**src/rtl/sgd_layer_update.sv**
```systemverilog
// Weight/bias registers of one fully-connected layer with a serial
// SGD sweep: each element p <= sat(p - ((lr*g) >>> FRAC_W)), one per clock.
//
// state  | meaning
// IDLE   | accepts loads and start
// UPD_W  | updates W[idx], row-major
// UPD_B  | updates b[idx]
// DONE   | raises done for one cycle, then returns to IDLE
module sgd_layer_update #(
  parameter int ROWS   = 4,
  parameter int COLS   = 4,
  parameter int DATA_W = 16,
  parameter int FRAC_W = 8
) (
  input  logic                                 clk,
  input  logic                                 reset,
  input  logic                                 load_en,
  input  logic [$clog2(ROWS*COLS+ROWS)-1:0]    load_addr,
  input  logic [DATA_W-1:0]                    load_data,
  input  logic                                 start,
  input  logic [DATA_W-1:0]                    lr,
  input  logic [ROWS*COLS*DATA_W-1:0]          dW_flat,
  input  logic [ROWS*DATA_W-1:0]               db_flat,
  output logic [ROWS*COLS*DATA_W-1:0]          W_flat,
  output logic [ROWS*DATA_W-1:0]               b_flat,
  output logic                                 busy,
  output logic                                 done
);

  localparam int NW = ROWS * COLS;
  localparam int NB = ROWS;
  localparam int IW = $clog2(NW + NB);
  localparam logic signed [2*DATA_W:0] MAXV = (2*DATA_W+1)'((2**(DATA_W-1)) - 1);
  localparam logic signed [2*DATA_W:0] MINV = -(2*DATA_W+1)'(2**(DATA_W-1));
  localparam logic signed [DATA_W-1:0] SMAX = {1'b0, {(DATA_W-1){1'b1}}};
  localparam logic signed [DATA_W-1:0] SMIN = {1'b1, {(DATA_W-1){1'b0}}};

  typedef enum logic [1:0] {IDLE, UPD_W, UPD_B, DONE} state_t;

  state_t                    state;
  logic [IW-1:0]             idx;
  logic signed [DATA_W-1:0]  lr_q;
  logic signed [DATA_W-1:0]  w_mem [NW];
  logic signed [DATA_W-1:0]  b_mem [NB];

  logic signed [DATA_W-1:0]   p;
  logic signed [DATA_W-1:0]   g;
  logic signed [2*DATA_W-1:0] prod;
  logic signed [2*DATA_W-1:0] step;
  logic signed [2*DATA_W:0]   diff;
  logic signed [DATA_W-1:0]   res;

  // Select the element under update; the datapath is shared by W and b.
  always_comb begin
    p = '0;
    g = '0;
    for (int i = 0; i < NW; i++) begin
      if (state == UPD_W && int'(idx) == i) begin
        p = w_mem[i];
        g = dW_flat[i*DATA_W +: DATA_W];
      end
    end
    for (int j = 0; j < NB; j++) begin
      if (state == UPD_B && int'(idx) == j) begin
        p = b_mem[j];
        g = db_flat[j*DATA_W +: DATA_W];
      end
    end
    prod = lr_q * g;
    step = prod >>> FRAC_W;
    diff = (2*DATA_W+1)'(p) - (2*DATA_W+1)'(step);
    if (diff > MAXV)
      res = SMAX;
    else if (diff < MINV)
      res = SMIN;
    else
      res = diff[DATA_W-1:0];
  end

  always_ff @(posedge clk) begin
    if (reset) begin
      state <= IDLE;
      idx   <= '0;
      lr_q  <= '0;
      busy  <= 1'b0;
      done  <= 1'b0;
      for (int i = 0; i < NW; i++) w_mem[i] <= '0;
      for (int j = 0; j < NB; j++) b_mem[j] <= '0;
    end else begin
      case (state)
        IDLE: begin
          if (start) begin
            lr_q  <= lr;
            idx   <= '0;
            busy  <= 1'b1;
            state <= UPD_W;
          end else if (load_en) begin
            for (int i = 0; i < NW; i++)
              if (int'(load_addr) == i) w_mem[i] <= load_data;
            for (int j = 0; j < NB; j++)
              if (int'(load_addr) == NW + j) b_mem[j] <= load_data;
          end
        end
        UPD_W: begin
          for (int i = 0; i < NW; i++)
            if (int'(idx) == i) w_mem[i] <= res;
          if (idx == IW'(NW - 1)) begin
            idx   <= '0;
            state <= UPD_B;
          end else begin
            idx <= idx + 1'b1;
          end
        end
        UPD_B: begin
          for (int j = 0; j < NB; j++)
            if (int'(idx) == j) b_mem[j] <= res;
          if (idx == IW'(NB - 1)) begin
            idx   <= '0;
            state <= DONE;
          end else begin
            idx <= idx + 1'b1;
          end
        end
        DONE: begin
          // First DONE cycle raises done; the second drops it and frees the block.
          if (!done) begin
            done <= 1'b1;
          end else begin
            done  <= 1'b0;
            busy  <= 1'b0;
            state <= IDLE;
          end
        end
        default: state <= IDLE;
      endcase
    end
  end

  for (genvar i = 0; i < NW; i++) begin : g_wflat
    assign W_flat[i*DATA_W +: DATA_W] = w_mem[i];
  end
  for (genvar j = 0; j < NB; j++) begin : g_bflat
    assign b_flat[j*DATA_W +: DATA_W] = b_mem[j];
  end

endmodule

```
**config.mk**
```make
export PLATFORM = sky130hd
export DESIGN_NAME = sgd_layer_update
export DESIGN_NICKNAME = d
export VERILOG_FILES = /design/src/rtl/sgd_layer_update.sv
export SDC_FILE = /design/constraint.sdc
export NUM_CORES = 2
export LEC_CHECK = 0
export ABC_CLOCK_PERIOD_IN_PS = 21100
export CORE_MARGIN = 1.5
export CORE_UTILIZATION = 35
export CTS_CLUSTER_DIAMETER = 120
export DETAILED_ROUTE_END_ITERATION = 10
export PLACE_DENSITY_LB_ADDON = 0.15
export SLEW_MARGIN = 20
export SYNTH_ARGS = -nofsm -noshare
export SYNTH_HDL_FRONTEND = slang
export SYNTH_SLANG_ARGS = --single-unit
```
**constraint.sdc**
```tcl
create_clock -name clk -period 21.1 [get_ports clk]
set_input_delay 2.11 -clock clk [delete_from_list [all_inputs] [get_ports clk]]
set_output_delay 2.11 -clock clk [all_outputs]
set_load 0.03 [all_outputs]
```
==> results_dict.tcl <==
set metrics [dict create \
    crit_path_start_kind "register" \
    r2r-start "idx[0]" \
    cp_max_fo 49 \
    slew_headroom 0.193 \
    overflow 0 \
    root_buffer "clkbuf_16" \
    areaGrowthSynthToFinish_pct 30.1 \
    grt_pass1_vias 30300 \
    setup_ws_ps 6460 \
    fp.dieW_um 304 \
    crit_type "register to register" \
    clk_latency_ps 620 \
    rsz0062_at_grt "false" \
    portBuffers 682 \
    cts_tree "yes" \
    async_flop_share 0 \
    multi_input_area_mm2 0.0196 \
    drt-initial-drc-count 4462 \
    antenna_found_initial 14 \
    hold_viol_final 0 \
    synth_top_family_by_area "compound AO/OA/AOI/OAI gates" \
    numCtsBuffers 41 \
    die_h_um 304 \
    rows 110 \
    synthDistinctLibCells 88 \
    post-route-min-period_ps 14640 \
    clock-skew-final_ps 38.5 \
    crit_slowest_cell "a211oi_2" \
    synth_top_cell_area_share 0.303 \
    finalNetCount 4731 \
    grt_pass1_wl_um 237000 \
    ys_seq_area_frac 0.319 \
    layout_common_cells "clkdlybuf4s50_1, nand2_1, edfxtp_1" \
    postCtsSetupBuffers 0 \
    ctsLongestPathBuffers 3 \
    design.die.area_mm2 0.0925 \
    hold_class "register to register" \
    netlist_top_cells_area "edfxtp_1, fa_1, ha_1, nand2_1, a211oi_1" \
    firstDrtPassIters 6 \
    register_area_mm2 0.0101 \
    track_usage 0.358 \
    fmax_mhz 68.3 \
    synthesis.nets 4196 \
    cap_violations 0 \
    worstPathRequired_ps 21380 \
    io_pins 683 \
    crit_path_start "idx[0]" \
    syn_area_mm2 0.0317 \
    synth-adder-area-share 0.210 \
    clkTransAtPathRegs_ps 60 \
    yosysTopAreaCell "edfxtp_1" \
    ant_nets 0 \
    drc 0 \
    max_stage_delay_ps 1040 \
    core_area_mm2 0.0899 \
    end_kind "register" \
    gp_congestion 0.970 \
    status "complete, no violations" \
    grt_max_degree 75 \
    clock-sinks 345 \
    drt-vias-per-instance 6.10 \
    slew_violations 0 \
    met3_usage 0.0939 \
    hp-start "busy" \
    fill_cells 8716 \
    synth_simple_gate_area_frac 0.152 \
    syn-instance-count 3460 \
    tightest_slew_ps 1210 \
    cpMostUsedCell "fa_1" \
    setup_viol 0 \
    synth_top_flop_cell "edfxtp_1" \
    grt_use_met2 0.538 \
    layout_commonest_cell "clkdlybuf4s50_1" \
    routed_wirelength_um 170000 \
    synth_xor_xnor_area_share 0.0143 \
    cp.arrival_ps 14920 \
    avgRoutedWirePerCell_um 32.7 \
    synth_edf_count 320 \
    ys_warn_count 0 \
    syn_area_per_cell_um2 9.17 \
    synth_compound_area_frac 0.231 \
    drive_gt1_frac 0.0629 \
    dp_worst_setup_slack_ps 6440 \
    ys_seq_elements 345 \
    post_cts_resized 0 \
    setup_tns_ps 0 \
    hold_slack_ps 551 \
    vias 31800 \
    finalCritPeriodShare 0.694 \
    busiest_layer "met2" \
    start_util 0.353 \
    hpwl_um 132000 \
    grtUsageMet1 0.482 \
    holdBufCountCts 0 \
    cts-htree-levels 2 \
    synth_mux_area_frac 0.00126 \
]
-- cells by family after synthesis --
family | after synthesis
AOI/OAI and AO/OA | 1050
xor gates and xnor gates | 51
adders and majority gates | 375
buffers and inverters | 592
DFF | 345
muxes | 4
and+or+nand+nor | 1043
-- state kept, by name (all words and copies together) (netlist names) --
name	cells
b_mem	64
busy	1
done	1
idx	5
lr_q	16
state	2
w_mem	256
-- layer usage --
layer	vias to the layer above	part of all wire
met2	2234	0.43
met3	348	0.12
met5	-	0.00013
li1	13500	-
met1	15700	0.39
met4	4	0.054
-- worst max-delay path: cells and delay by family (launching register included) --
family	cells	cell delay [ps]
fa+ha+maj	9	4410
simple gates	8	2170
xor+xnor	1	890
flops	1	420
buf+inv	4	960
compound gates	15	5450
-- synthesized netlist by cell type, drive strengths merged, types with 31 or more instances --
cell type and instances:
nand2b 31, edfxtp 320, a211oi 165, nand2 344, o211ai 42, o21ai 244
and2 108, fa 263, buf 59, a221o 46, o22ai 42, clkbuf 233
nand3 85, a21oi 156, nor3 58, a221oi 42, ha 112, inv 300
xnor2 37, a22o 100, nor2 309
-- worst paths after layout --
path                   to  slack [ps]  depth (start not counted)
min reg2reg          busy         550                          2
max reg2reg  b_mem[0][10]        6460                         37
max          b_mem[0][10]        6460                         37
min                  busy         550                          2
-- layout make-up --
class / count / share of cell area
Timing Repair Buffer: 784 / 0.184
Sequential cell: 345 / 0.245
Inverter: 300 / 0.0273
Multi-Input combinational cell: 2523 / 0.475
Clock buffer: 49 / 0.0256
Clock inverter: 21 / 0.00661
Antenna cell: 6 / 0.000364
Tap cell: 1176 / 0.0357
-- per-stage QoR --
step / instances / instance area [µm²] / utilization
6_report: 5204 / 41300 / 0.459
5_1_grt: 5204 / 41300 / 0.459
4_1_cts: 5195 / 41200 / 0.458
3_5_place_dp: 5125 / 39800 / 0.443
3_3_place_gp: 5125 / 39800 / 0.443
2_1_floorplan: 3460 / 31700 / -
Power is left out: the tool's default activity adds up to more than one toggle a clock period on the data nets, which glitch-free logic cannot reach.
